### src/rtl/xillybus_mem_pkg.sv
// Shared defaults and types for the xillybus_mem_8 responder and its register file.
package xillybus_mem_pkg;

  localparam int ADDR_W       = 5;
  localparam int DATA_W       = 8;
  localparam int DEPTH        = 2 ** ADDR_W;
  localparam int WRCOUNT_ADDR = DEPTH - 1;

  typedef logic [ADDR_W-1:0] addr_t;
  typedef logic [DATA_W-1:0] data_t;

endpackage

### src/rtl/xillybus_mem_regfile.sv
// Register file shared by the host stream and the fabric port.
// A host write to the same address wins over a fabric write, and the loss is flagged.
module xillybus_mem_regfile
  import xillybus_mem_pkg::*;
#(
  parameter int ADDR_W = xillybus_mem_pkg::ADDR_W,
  parameter int DATA_W = xillybus_mem_pkg::DATA_W
) (
  input  logic              bus_clk,
  input  logic              reset,
  input  logic              host_we,
  input  logic [ADDR_W-1:0] host_addr,
  input  logic [DATA_W-1:0] host_wdata,
  output logic [DATA_W-1:0] host_rdata,
  input  logic              fab_we,
  input  logic [ADDR_W-1:0] fab_addr,
  input  logic [DATA_W-1:0] fab_wdata,
  output logic [DATA_W-1:0] fab_rdata,
  output logic              fab_wr_drop
);

  localparam int DEPTH = 2 ** ADDR_W;

  logic [DATA_W-1:0] mem [DEPTH];
  logic              collide;

  assign collide    = host_we & fab_we & (host_addr == fab_addr);
  assign host_rdata = mem[host_addr];

  // fab_rdata samples the array before this cycle's writes land
  always_ff @(posedge bus_clk) begin
    if (reset) begin
      for (int i = 0; i < DEPTH; i++) mem[i] <= '0;
      fab_rdata   <= '0;
      fab_wr_drop <= 1'b0;
    end else begin
      fab_rdata   <= mem[fab_addr];
      fab_wr_drop <= collide;
      if (fab_we && !collide) mem[fab_addr] <= fab_wdata;
      if (host_we) mem[host_addr] <= host_wdata;
    end
  end

endmodule

### src/rtl/xillybus_mem_responder.sv
// Seekable /dev/xillybus_mem_8 responder over a 32 x 8 register file with a fabric port.
// Define XILLYBUS_MEM_RESPONDER_WRCOUNT_EN to turn the last entry into a write counter.
module xillybus_mem_responder
  import xillybus_mem_pkg::*;
#(
  parameter int ADDR_W = xillybus_mem_pkg::ADDR_W,
  parameter int DATA_W = xillybus_mem_pkg::DATA_W
) (
  input  logic              bus_clk,
  input  logic              reset,
  input  logic              user_r_mem_8_rden,
  output logic              user_r_mem_8_empty,
  output logic [DATA_W-1:0] user_r_mem_8_data,
  output logic              user_r_mem_8_eof,
  input  logic              user_r_mem_8_open,
  input  logic              user_w_mem_8_wren,
  output logic              user_w_mem_8_full,
  input  logic [DATA_W-1:0] user_w_mem_8_data,
  input  logic              user_w_mem_8_open,
  input  logic [ADDR_W-1:0] user_mem_8_addr,
  input  logic              user_mem_8_addr_update,
  input  logic [ADDR_W-1:0] fab_addr,
  input  logic              fab_wr,
  input  logic [DATA_W-1:0] fab_wdata,
  output logic [DATA_W-1:0] fab_rdata,
  output logic              fab_wr_drop
);

  localparam int DEPTH = 2 ** ADDR_W;
  localparam logic [ADDR_W-1:0] CNT_ADDR = ADDR_W'(DEPTH - 1);

  logic [ADDR_W-1:0] ptr;
  logic              wr_acc, rd_acc;
  logic              host_we, fab_we;
  logic [DATA_W-1:0] rf_host_rdata, rf_fab_rdata, host_word;
  logic              unused_w_open;

  assign unused_w_open      = user_w_mem_8_open;
  assign user_w_mem_8_full  = reset | user_mem_8_addr_update;
  assign user_r_mem_8_empty = reset | user_mem_8_addr_update | ~user_r_mem_8_open;
  assign user_r_mem_8_eof   = 1'b0;
  assign wr_acc             = user_w_mem_8_wren & ~user_w_mem_8_full;
  assign rd_acc             = user_r_mem_8_rden & ~user_r_mem_8_empty;

`ifdef XILLYBUS_MEM_RESPONDER_WRCOUNT_EN
  logic [DATA_W-1:0] wr_count, fab_count_q;
  logic              ptr_at_cnt, fab_at_cnt_q;

  assign ptr_at_cnt = (ptr == CNT_ADDR);
  assign host_we    = wr_acc & ~ptr_at_cnt;
  assign fab_we     = fab_wr & (fab_addr != CNT_ADDR);
  assign host_word  = ptr_at_cnt ? wr_count : rf_host_rdata;
  assign fab_rdata  = fab_at_cnt_q ? fab_count_q : rf_fab_rdata;

  // Counter snapshot for the fabric port keeps the same read-before-write timing as the array
  always_ff @(posedge bus_clk) begin
    if (reset) begin
      wr_count     <= '0;
      fab_count_q  <= '0;
      fab_at_cnt_q <= 1'b0;
    end else begin
      fab_at_cnt_q <= (fab_addr == CNT_ADDR);
      fab_count_q  <= wr_count;
      if (host_we && wr_count != '1) wr_count <= wr_count + 1'b1;
    end
  end
`else
  assign host_we   = wr_acc;
  assign fab_we    = fab_wr;
  assign host_word = rf_host_rdata;
  assign fab_rdata = rf_fab_rdata;
`endif

  // A simultaneous write and read share one pointer step; the read sees the written value
  always_ff @(posedge bus_clk) begin
    if (reset) begin
      ptr               <= '0;
      user_r_mem_8_data <= '0;
    end else begin
      if (user_mem_8_addr_update) ptr <= user_mem_8_addr;
      else if (wr_acc || rd_acc) ptr <= ptr + 1'b1;
      if (rd_acc) user_r_mem_8_data <= host_we ? user_w_mem_8_data : host_word;
    end
  end

  xillybus_mem_regfile #(
    .ADDR_W(ADDR_W),
    .DATA_W(DATA_W)
  ) u_regfile (
    .bus_clk    (bus_clk),
    .reset      (reset),
    .host_we    (host_we),
    .host_addr  (ptr),
    .host_wdata (user_w_mem_8_data),
    .host_rdata (rf_host_rdata),
    .fab_we     (fab_we),
    .fab_addr   (fab_addr),
    .fab_wdata  (fab_wdata),
    .fab_rdata  (rf_fab_rdata),
    .fab_wr_drop(fab_wr_drop)
  );

endmodule

### config.mk
export PLATFORM = sky130hd
export DESIGN_NAME = xillybus_mem_responder
export DESIGN_NICKNAME = d
export VERILOG_FILES = /design/src/rtl/xillybus_mem_pkg.sv /design/src/rtl/xillybus_mem_regfile.sv /design/src/rtl/xillybus_mem_responder.sv
export SDC_FILE = /design/constraint.sdc
export NUM_CORES = 1
export LEC_CHECK = 0
export CORE_MARGIN = 8
export CORE_UTILIZATION = 36
export CTS_CLUSTER_DIAMETER = 40
export DETAILED_ROUTE_END_ITERATION = 10
export PLACE_DENSITY_LB_ADDON = 0.1
export SYNTH_ARGS = -nofsm -noshare
export SYNTH_HDL_FRONTEND = slang
export SYNTH_SLANG_ARGS = --single-unit
### constraint.sdc
create_clock -name bus_clk -period 2.73 [get_ports bus_clk]
set_input_delay 0.546 -clock bus_clk [delete_from_list [all_inputs] [get_ports bus_clk]]
set_output_delay 0.546 -clock bus_clk [all_outputs]
set_load 0.02 [all_outputs]
==> results of run 1 <==
[layout make-up]
| type | instances | area (um2) | area share [%] |
|---|---|---|---|
| Antenna cell | 1 | 2.502 | 0.01221 |
| Clock buffer | 54 | 1330 | 6.488 |
| Clock inverter | 39 | 384.1 | 1.874 |
| Inverter | 4 | 15.01 | 0.07324 |
| Multi-Input combinational cell | 830 | 7546 | 36.81 |
| Sequential cell | 278 | 8132 | 39.67 |
| Tap cell | 600 | 750.7 | 3.662 |
| Timing Repair Buffer | 267 | 2340 | 11.41 |
[power by group through the flow]
stage | clock (mW) | combinational (mW) | sequential (mW)
6_report | 6.35 | 1.47 | 4.95
2_1_floorplan | 0 | 0.768 | 4.98
5_1_grt | 6.60 | 1.52 | 4.97
3_3_place_gp | 0 | 1.45 | 5.03
3_5_place_dp | 0 | 1.45 | 5.03
4_1_cts | 6.43 | 1.45 | 4.95
[metal layers]
layer  vias up  GRT usage [%]  part of all wire [%]
met2       579          37.13                    45
met4         0          9.665                   3.8
met1      6588          33.84                    44
met3       110          3.959                   7.3
met5         -              0                     0
li1       5581              -                     -
[logic make-up after synthesis]
| kind of cell | Yosys count |
|---|---|
| AOI/OAI and AO/OA | 432 |
| and+or+nand+nor | 193 |
| adders and majority gates | 4 |
| buffers and inverters | 141 |
| DFF | 278 |
| muxes | 193 |
| xor gates and xnor gates | 7 |
| other | 1 |
[cells in the mapped netlist, types with 11 or more instances]
library cell and n:
mux2i_1 129, buf_1 19, a21oi_1 13, or4_1 17, a22oi_1 16, nor3_2 26
clkbuf_1 80, o21ai_0 52, edfxtp_1 256, a22o_1 264, mux4_2 64, nor2_2 15
buf_2 32, dfxtp_1 22, o22ai_1 64, nor3_1 11, nor2_1 54
[through the flow]
step           setup TNS, ps  power, mW
2_1_floorplan              0      5.744
3_3_place_gp           -1094      6.478
3_5_place_dp           -1349      6.479
4_1_cts                    0      12.83
5_1_grt                    0      13.08
6_report                   0      12.77
[registers in the layout, indices dropped and copies added (netlist names)]
register               flops
u_regfile.fab_rdata        8
u_regfile.mem            256
user_r_mem_8_data          8
u_regfile.fab_wr_drop      1
ptr                        5
[final timing paths]
| kind | from | end | slack (ps) | cells past startpoint |
|---|---|---|---|---|
| setup / recovery | ptr[3] | user_r_mem_8_data[4] | 70 | 6 |
| hold / removal | reset | ptr[0] | 410 | 3 |
| setup reg to reg | ptr[3] | user_r_mem_8_data[4] | 70 | 6 |
| hold reg to reg | user_r_mem_8_data[5] | user_r_mem_8_data[5] | 530 | 2 |
[worst register-to-register path: stages (launching register included)]
cell and delay, ps:
dfxtp_1 630, buf_4 240, nand4bb_1 330, o22ai_1 170, or4_1 640, o21ai_0 350, o21ai_0 150
==> results.txt, run 1 <==
- The flow ran to the end, and the final reports show no timing, DRC or antenna violations.
- Mean instance size in the synthesized netlist: 13.01 um2
- Worst path buffer plus inverter count: 1
- The worst path needs 2658 ps of the cycle, external delays included.
- At the later pin of the worst-skew pair, clock insertion delay measures 590 ps.
- RSZ-0062 raised after global routing: no
- Highest achievable clock rate: 0.3762 GHz
- The placed instances occupy a cell area of 0.01878 mm2.
- TritonCTS clock tree: yes
* Final Wtd Congestion: 0.9641
- Cells fill 45.56% of the core in the end.
- Worst Hold Margin: 407.6 ps
- Max Clock Skew: 22.20 ps
- For this run, the slowest stage of the critical path takes 640 ps.
- Number of core rows: 78
- Post-synth design cell area: 0.01626 mm2
- Post-CTS setup buffers: 0
* Wire length reported by the detailed router: 65.04 mm
* Share of synthesized registers carrying an async set or reset: 0%
* Switching power summed over all nets: 3.477 mW
* Share of synthesized cell area in and, or, nand and nor gates: 7.966%
* Number of buffers between clock root and the deepest sink: 3
- Fraction of layout cells with a size suffix above 1: 31.11%
- Cell with the biggest individual delay on the critical path: or4_1
- Syn nets: 1287
* Register share of total power: 38.8%
- In the global route stage, overall resource usage came out at 24.21%.
- Top-area cell type share of the netlist area: 47.29%
* Max Cap Viol: 0
- Of all nets on the critical path, the largest fanout is 9.
- Summing over every cut layer, the via total after detailed routing is 12860.
- In the routed design, unresolved DRC markers number 0.
* Clock tree root driver cell: clkbuf_16
- Once the floorplan was initialized, standard cells occupied 36.13% of the core.
- Synthesis produced a netlist whose cell count is 1249.
* Worst slew slack as a fraction of its limit: 26.96%
* Num CTS Buffers: 51
- In this run, synthesis inferred 256 flip-flops with an integrated enable.
- Number of failing hold endpoints at the final stage: 0
- DP Worst Slack: -140.2 ps
- Critical path capture point type: register
- Total of warnings raised by yosys: 0
- Across the VDD grid, the largest voltage drop is 405.4 uV.
- Clock-pin slew was measured on the worst setup and hold paths at 60 ps.
- The synthesized netlist devotes 20.91% of its cell area to compound gates.
* Internal Dissipation: 9.289 mW
* Top flip-flop cell by instance count after synthesis: edfxtp_1
- Summing the areas of all xor and xnor instances in the mapped netlist gives 0.3772% of the synthesized area.
- Inst Count DP: 1979
* Height of the chip: 228.5 um
- The H-tree generated during clock tree synthesis spans 2 levels.
* Violation count after the first detailed-routing iteration: 1406
- Startpoint Class: register
- The first detailed-routing pass took 6 iterations.
- Part of the Yosys area used for sequential elements: 50.00%
- Of the total synthesized cell area, the portion taken by full adders, half adders and majority gates is 0.3079%.
- Horizontal extent of the die: 228.5 um
- The number of antenna violations at the first check in global routing is 1.
* Area growth syn-to-layout: 26.11%
- After synthesis the netlist holds a flip-flop and latch count of 278.
- Combinational family with the most area after synthesis: compound AO/OA/AOI/OAI gates
- Of the total power, the clock network draws 49.7%.
* Number of nets in the layout: 1470
* First-pass GRT wire length: 92.36 mm
- By startpoint and endpoint, the worst setup path is classified as register to register.
* # hold bufs at CTS: 0
- Via count of the first global-routing pass: 12580
- Antenna viol nets, final: 0
- Highest-count cells in the layout ignoring fill and taps: a22o_1 (264), edfxtp_1 (256), buf_4 (193), mux2i_1 (129)
* Hpwl dp: 46.58 mm
- # fillers: 4083
- Multiplexer area fraction after synthesis: 16.81%
* Dominant cell type by count on the critical path: o21ai_0
- The worst path uses 97.37% of the clock period.
* Die ar.: 0.05221 mm2
- In the final routed layout, each cell accounts on average for 31.37 um.
- Entering global routing, the biggest net connects 47 pins.
* Sw frac: 27.24%
* Transition at the pin with the smallest max-transition slack: 1096 ps
- Summed over all instances, the cell type with the most area after synthesis is edfxtp_1.
* # port buffers: 51
- After routing the design area is 0.02050 mm2.
* Total clock sinks: 278
- The library cell used most frequently in the layout, excluding fill and tap cells, is a22o_1.
- Max Transition Viols Final: 0
* Detailed-route vias per instance: 6.203
- Largest cells by area after synthesis: edfxtp_1 (47%), a22o_1 (14%), mux4_2 (8.9%)
- In this design, the largest share of critical-path delay is due to simple AND/OR/NAND/NOR gates.
- The analysis attributes to cell leakage a power of 7.329 nW.
* Post-cts resize count: 0
* Least setup slack across all paths after layout: 71.69 ps
- The synthesized netlist contains 54 unique library cells.
- Power share of the combinational group: 11.5%
- Data arrives at the worst endpoint at 3110 ps.
* List of cells traversed by the critical path: buf_4 -> nand4bb_1 -> o22ai_1 -> or4_1 -> o21ai_0 -> o21ai_0
* Placeable Area: 0.04499 mm2
- Residual overflow from global routing: 0
- 54 I/O pins were placed.
* Final setup violation count: 0
- Data on the critical path is required at its endpoint by 3180 ps.
- The min-delay analysis places its worst path in the category input port to register.
- Power density over the cells: 622.8 mW/mm2
- Once layout is complete, the cells apart from fillers number 2073.
No activity file was read; power rests on OpenSTA's default activity.
==> run 2: changes to the inputs <==
--- a/config.mk
+++ b/config.mk
@@ -5,10 +5,13 @@
 export SDC_FILE = /design/constraint.sdc
 export NUM_CORES = 1
 export LEC_CHECK = 0
+export CELL_PAD_IN_SITES_DETAIL_PLACEMENT = 0
+export CELL_PAD_IN_SITES_GLOBAL_PLACEMENT = 1
 export CORE_MARGIN = 8
 export CORE_UTILIZATION = 36
 export CTS_CLUSTER_DIAMETER = 40
 export DETAILED_ROUTE_END_ITERATION = 10
+export GPL_TIMING_DRIVEN = 0
 export PLACE_DENSITY_LB_ADDON = 0.1
 export SYNTH_ARGS = -nofsm -noshare
 export SYNTH_HDL_FRONTEND = slang
==> run 2 against run 1 <==
Compared with the run above:
- the run now ends with negative setup slack left
- clock power grew 3.9%
- routed wire length is 14% higher
- register-to-register slack got worse by 95 ps
- design area down 0.59%
- sequential share of layout area up 0.22 points
- maximum frequency shrank 3.5%
- sequential cell count did not move
- die area stayed put
- critical path depth increased by 2
- highest routed layer unchanged
==> results.txt, run 2 (synthesis gave the netlist of run 1 again) <==
- Antenna diode instance count: 0 (-1)
- The total of buffers placed on input and output ports was 42 (-18%).
- The worst setup path is captured at a register.
* Number of buffers between clock root and the deepest sink: 3 (unchanged)
* Latest clock arrival within the worst-skew pair: 610 ps (+20 ps)
- Starting utilization of the core area: 36.13% (unchanged)
- Total number of H-tree levels: 2 (unchanged)
- The flip-flop count of the largest register, all copies and words added was 256 (unchanged).
- The cell sitting at the root of the clock tree is a clkbuf_16.
- The slowest stage of the critical path is the or4_1 cell.
* Highest achievable clock rate: 0.3631 GHz (-3.5%)
* Number of core rows: 78 (unchanged)
- The number of global-route vias before repair was 12980 (+3.1%).
* Crit Path Class: register to register
- The number of violations of the max-capacitance limit is 0 (unchanged).
- The total wirelength of the detailed-routed design was 74.23 mm (+14%).
- LEAKAGE: 6.809 nW (-7.1%)
* Antenna viol nets, final: 0 (unchanged)
- The largest vdd supply drop was 486.4 uV (+20%).
* Final Wtd Congestion: 1.021 (+5.9%)
* Violation count after the first detailed-routing iteration: 1683 (+20%)
- Broken down by cell family, the worst path's largest delay share belongs to buffers and inverters.
- The register with the most flip-flops in the final layout is u_regfile.mem.
- The average wire per cell in the routed design came to 36.93 um (+18%).
- Largest fanout of any net on the critical path: 10 (+1)
- Instance area after placement: 0.01743 mm2 (-7.2%)
- The detailed-route DRC error count was 0 (unchanged).
- Part of the cycle the worst path needs: 100.9% (+3.5 points)
- The power per standard cell area is 644.7 mW/mm2 (+3.5%).
* Data required time at the worst endpoint: 3170 ps (about the same)
- The final-stage net count was 1404 (-4.5%).
* DR pass1 iterations: 6 (unchanged)
* Transition at the pin with the smallest max-transition slack: 1262 ps (+166.5 ps)
- The final-report max-slew violation count was 0 (unchanged).
- Setup TNS: -42.16 ps (-42.16 ps)
* Startpoint Class: register
* Hpwl dp: 54.86 mm (+18%)
* Most common library cell in the layout ignoring fill and taps: a22o_1
- Placeable Area: 0.04499 mm2 (unchanged)
- Wire length on met1: 30.29 mm (+5.7%)
- The final non-filler cell area came to 0.02038 mm2 (-0.59%).
* # hold bufs at CTS: 0 (unchanged)
* Uppermost layer routed: met4
- Total clock sinks: 278 (unchanged)
* Highest-count cells in the layout ignoring fill and taps: a22o_1 (264), edfxtp_1 (256), mux2i_1 (100), clkbuf_1 (75)
* Internal reg-to-reg setup slack: -20 ps (-100 ps)
* Residual overflow from global routing: 0 (unchanged)
* Die ar.: 0.05221 mm2 (unchanged)
* Met2 Routed Length: 32.04 mm (+9.8%)
* Final setup violation count: 2 (+2)
- Violated checks: negative setup slack
* Crit path time final: 2754 ps (+95.45 ps)
- The run finished, with violations left.
* TritonCTS clock tree: yes
- The routed via count is 13410 (+4.3%).
- The maximum cell stage delay along the critical path was 600 ps (-40 ps).
* First-pass GRT wire length: 102.6 mm (+11%)
- Antenna violations before repair: 3 (+2)
* Largest registers: u_regfile.mem: 256 flops, u_regfile.fab_rdata: 8 flops, user_r_mem_8_data: 8 flops
- Data arrival time of the critical path: 3190 ps (+80 ps)
- The signal on the critical path passes through clkbuf_2 -> buf_6 -> clkbuf_8 -> mux2i_1 -> o22ai_1 -> or4_1 -> o21ai_1 -> o21ai_0.
* Fraction of layout cells with a size suffix above 1: 27.94% (-3.2 points)
* Worst slew slack as a fraction of its limit: 15.86% (-11 points)
- Area growth syn-to-layout: 25.36%
* Height of the chip: 228.5 um (unchanged)
* Detailed-route vias per instance: 6.670 (+7.5%)
- The path class of the tightest hold or removal check is input port to register.
* Least setup slack across all paths after layout: -23.77 ps (-95.45 ps)
- The clock edge transition at the registers on the reported setup and hold paths was 50 ps (about the same).
- The final hold violation count was 0 (unchanged).
* Horizontal extent of the die: 228.5 um (unchanged)
* Num CTS Buffers: 53 (+3.9%)
- The total met3 wirelength after detailed routing was 8.158 mm (+72%).
- Max Clock Skew: 24.41 ps (+2.210 ps)
* Num ports: 54 (unchanged)
* Worst path buffer plus inverter count: 3 (+2)
- The fill cell total of the finished layout is 4088 (+0.12%).
- The post-place setup slack came to -1409 ps (-1268 ps).
- Global-route usage over all layers: 27.62% (+3.4 points)
* Maximum number of pins on one net before global-route repair: 15 (-68%)
* RSZ-0062 raised after global routing: yes
-- run 2: cell types whose count changed in the layout (fill, tap and decap cells not counted), moves of 12 or more --
cell / before / now
nor3_4: 3 / 26
nor2_1: 54 / 41
nor2_4: 0 / 25
clkbuf_1: 1 / 75
buf_4: 193 / 31
nor2_2: 15 / 3
mux2i_2: 0 / 22
mux2i_1: 129 / 100
o21ai_0: 52 / 13
o21ai_2: 0 / 26
nor3_2: 27 / 12
buf_12: 24 / 2
buf_1: 0 / 15
-- run 2: final timing paths --
path / start / endpoint / depth (start not counted)
min: reset / ptr[3] / 3
max: ptr[1] / user_r_mem_8_data[7] / 8
max reg2reg: ptr[1] / user_r_mem_8_data[7] / 8
min reg2reg: user_r_mem_8_data[3] / user_r_mem_8_data[3] / 2
-- run 2: metrics by stage --
| stage | util (%) | total power [mW] | hold WS, ps | instances |
|---|---|---|---|---|
| after floorplan | - | 5.744 | 599.5 | 1249 |
| after global placement | 38.73 | 6.420 | 524.8 | 1891 |
| after detailed placement | 38.73 | 6.422 | 531.7 | 1891 |
| after CTS | 44.08 | 13.05 | 508.3 | 1997 |
| after global routing | 45.29 | 13.37 | 546.8 | 2010 |
| final | 45.29 | 13.14 | 487.4 | 2010 |
-- run 2: what timing repair did --
item                                    CTS  global route
resized for setup                       189            94
endpoints found under the setup margin  498           352
pin swaps                                 6            11
setup buffers                             7            15
-- run 2: worst min-delay path: cells and delay by family --
| family | cells | cell delay (ps) |
|---|---|---|
| buffers and inverters | 2 | 380 |
| AND/OR/NAND/NOR | 1 | 110 |
-- run 2: final cells by class --
type	count	area, um2	share of cell area (%)
buffer	135	705.7	3.463
multi-input combinational	830	8374	41.09
timing repair buffer	64	615.6	3.021
clock inverter	38	422.9	2.075
clock buffer	61	1366	6.705
inverter	4	15.01	0.07368
sequential	278	8128	39.88
tap	600	750.7	3.684
-- run 2: power by group --
part | internal, mW | switching [mW] | total, mW
registers | 4.83 | 0.127 | 4.95
clock network | 4.13 | 2.47 | 6.60
logic | 0.516 | 1.06 | 1.58
-- run 2: metal layers --
layer | track usage, % | vias up
met3 | 7.223 | 168
li1 | - | 5482
met4 | 13.37 | 0
met5 | 0 | -
met1 | 37.50 | 6833
met2 | 40.56 | 923
==> run 3: changes to the inputs <==
--- a/config.mk
+++ b/config.mk
@@ -5,8 +5,6 @@
 export SDC_FILE = /design/constraint.sdc
 export NUM_CORES = 1
 export LEC_CHECK = 0
-export CELL_PAD_IN_SITES_DETAIL_PLACEMENT = 0
-export CELL_PAD_IN_SITES_GLOBAL_PLACEMENT = 1
 export CORE_MARGIN = 8
 export CORE_UTILIZATION = 36
 export CTS_CLUSTER_DIAMETER = 40
==> run 3 against run 2 <==
Compared with the run above:
- the flow still finishes with violations (negative setup slack)
- worst setup slack worse by 95 ps
- clock skew decreased by 3.8 ps
- worst hold slack about the same
- power is 7.1% higher
- combinational power is essentially flat
- sequential cell count stayed put
- die area stayed put
- critical endpoint is now u_regfile.mem[31][1]
==> results.txt, run 3 (synthesis gave the netlist of run 1 again) <==
* LEAKAGE: 6.965 nW (+2.3%)
* RSZ-0062 raised after global routing: yes
- The path class of the tightest hold or removal check is input port to register.
- Leaving out fill and tap cells, the most frequent cell in the layout is a22o_1.
* Least setup slack across all paths after layout: -118.5 ps (-94.78 ps)
* Final setup violation count: 81 (+79)
- DR pass1 iterations: 5 (-1)
* Overall power of the completed layout: 14.06 mW (+7.1%)
* # fillers: 4087 (-0.024%)
- The routability congestion estimate came to 0.9949 (-2.5%).
- Hold Startpoint: fab_addr[0]
* Wire length reported by the detailed router: 75.39 mm (+1.6%)
* Outcome: complete, but fails checks
* Peak supply drop: 511.9 uV (+5.3%)
- Residual overflow from global routing: 0 (unchanged)
- The final reports fail on negative setup slack.
* Post-route DRC: 0 (unchanged)
* # hold bufs at CTS: 0 (unchanged)
- Antenna viol nets, final: 0 (unchanged)
- Data arrival time of the critical path: 3070 ps (-120 ps)
- Fraction of layout cells with a size suffix above 1: 28.45% (+0.51 points)
- Counting flops per register, the top entry is u_regfile.mem.
* Worst Hold Margin: 487.5 ps (+0.1650 ps)
- The required time of the critical path is 2950 ps (-220 ps).
* List of cells traversed by the critical path: clkdlybuf4s50_1 -> clkbuf_1 -> nand3_1 -> o21ai_2
* Height of the chip: 228.5 um (unchanged)
- Startpoint Class: input port
- The final-stage net count came to 1411 (+0.50%).
- Launch point of the worst reg-to-reg path: ptr[1]
* Number of core rows: 78 (unchanged)
* Detail-routed net length per standard cell: 37.32 um (+1.1%)
* Hpwl dp: 54.22 mm (-1.2%)
* Clock transition time at the flip-flop clock pins of the worst setup and hold paths: 50 ps (about the same)
* Maximum number of pins on one net before global-route repair: 15 (unchanged)
* Clock tree root driver cell: clkbuf_16
- # port buffers: 42 (unchanged)
- The diode insertion count for antenna repair came to 0 (unchanged).
- From synthesis to final layout, the design area changed by 26.54%.
- First-pass GRT wire length: 103.2 mm (+0.60%)
* Worst slew slack as a fraction of its limit: 17.33% (+1.5 points)
- Vias after detailed routing: 13540 (+0.98%)
- The worst setup path is captured at a register.
- Starting utilization of the core area: 36.13% (unchanged)
* Highest achievable clock rate: 0.3511 GHz (-3.3%)
* Number of failing hold endpoints at the final stage: 0 (unchanged)
- Inst Count DP: 1897 (+0.32%)
* Area taken by multi-input logic gates: 0.008272 mm2 (-1.2%)
- The total area of sequential cells is 0.008128 mm2 (unchanged).
- Antenna violations before repair: 2 (-1)
* Part of the cycle the worst path needs: 104.3% (+3.5 points)
* Instance area after placement: 0.01747 mm2 (+0.26%)
* Number of buffers between clock root and the deepest sink: 3 (unchanged)
- Transition at the pin with the smallest max-transition slack: 1240 ps (-22.06 ps)
* Num ports: 54 (unchanged)
- Total clock sinks: 278 (unchanged)
* Horizontal extent of the die: 228.5 um (unchanged)
- Post-Layout Cell Count: 2020 (+0.50%)
- The core footprint is 0.04499 mm2 (unchanged).
- The number of CTS-inserted buffers was 57 (+7.5%).
* Highest-count cells in the layout ignoring fill and taps: a22o_1 (264), edfxtp_1 (256), mux2i_1 (101), clkbuf_1 (72), mux4_2 (64)
- The clock network latency to the later pin of the worst-skew pair came to 600 ps (about the same).
- Power density over the cells: 683.8 mW/mm2 (+6.1%)
- Max Clock Skew: 20.62 ps (-3.783 ps)
- Slowest cell delay on critical path: 750 ps (+150 ps)
* Largest register FFs: 256 (unchanged)
* Via count of the first global-routing pass: 13010 (+0.29%)
- In this run the worst setup path begins at fab_addr[4].
- The maximum net fanout on the critical path came to 10 (unchanged).
- The die outline area came to 0.05221 mm2 (unchanged).
- TritonCTS built the clock tree.
* Total number of H-tree levels: 2 (unchanged)
* Max Transition Viols Final: 0 (unchanged)
- The final non-filler cell area came to 0.02057 mm2 (+0.94%).
- Cell with the biggest individual delay on the critical path: clkdlybuf4s50_1
- The global-route usage over all layers is 27.86% (+0.23 points).
- The shortest clock period the worst path allows after layout is 2849 ps (+94.78 ps).
* Max Cap Viol: 0 (unchanged)
- The initial detailed-routing violation count came to 1757 (+4.4%).
* Largest registers: u_regfile.mem: 256 flops, u_regfile.fab_rdata: 8 flops, user_r_mem_8_data: 8 flops
- Crit Path Class: input port to register
- The average vias per placed instance came to 6.701 (+0.48%).
==> run 3: changes by cell type in the layout (fill, tap and decap cells not counted), moves of 4 or more <==
cell       change
buf_4          +7
mux2i_4        -7
bufinv_16      +6
clkbuf_16      +6
mux2i_2        +6
o21ai_4        -6
buf_6          -5
nor3_2         -5
nor3_4         +5
o21ai_1        +5
a22oi_1        -4
a22oi_2        +4
buf_1          -4
==> run 3: area by class of cell <==
type / count / share of cell area (%)
plain buffers: 133 / 3.254
flip-flops and latches: 278 / 39.51
well taps: 600 / 3.650
clock inverters: 45 / 2.859
multi-input cells: 830 / 40.21
inverters: 4 / 0.07299
clock buffers: 61 / 7.214
repair buffers: 69 / 3.224
==> run 3: power by group <==
part	internal, mW	leakage, nW	switching (mW)	total [mW]
registers	4.83	2.83	0.113	4.94
clock network	5.01	0.991	2.55	7.55
logic	0.501	3.15	1.07	1.57
total	10.3	6.96	3.73	14.1
==> run 3: repair_timing <==
item / CTS / global route
gates resized for setup: 173 / 78
setup buffers: 11 / 10
endpoints found under the setup margin: 514 / 324
pin swaps: 6 / 8
==> run 3: path summary, 6_finish.rpt <==
path	slack, ps	to	depth (start not counted)
setup / recovery	-120	u_regfile.mem[31][1]	4
hold / removal	490	u_regfile.fab_wr_drop	4
setup reg to reg	-50	user_r_mem_8_data[4]	7
hold reg to reg	530	user_r_mem_8_data[5]	2
==> run 3: worst max-delay path: cells and delay by family <==
family / cells / cell delay (ps)
AO/OA/AOI/OAI: 1 / 730
AND/OR/NAND/NOR: 1 / 630
buffers and inverters: 2 / 1160
==> run 3: layer usage <==
metal  up-vias  track usage (%)  wire length (um)
met3       171            7.322              9119
met1      6909            38.00             30080
met5         -                0                13
li1       5493                -                 -
met4         2            12.21              3540
met2       962            41.25             32640
==> run 3: through the flow <==
stage	setup TNS (ps)	setup slack [ps]	util, %
3_5_place_dp	-510450	-1386	38.83
5_1_grt	-5851	-123.6	45.72
3_3_place_gp	-532350	-1474	38.73
6_report	-3574	-118.5	45.72
2_1_floorplan	0	198.1	-
4_1_cts	-7668	-208.1	44.82
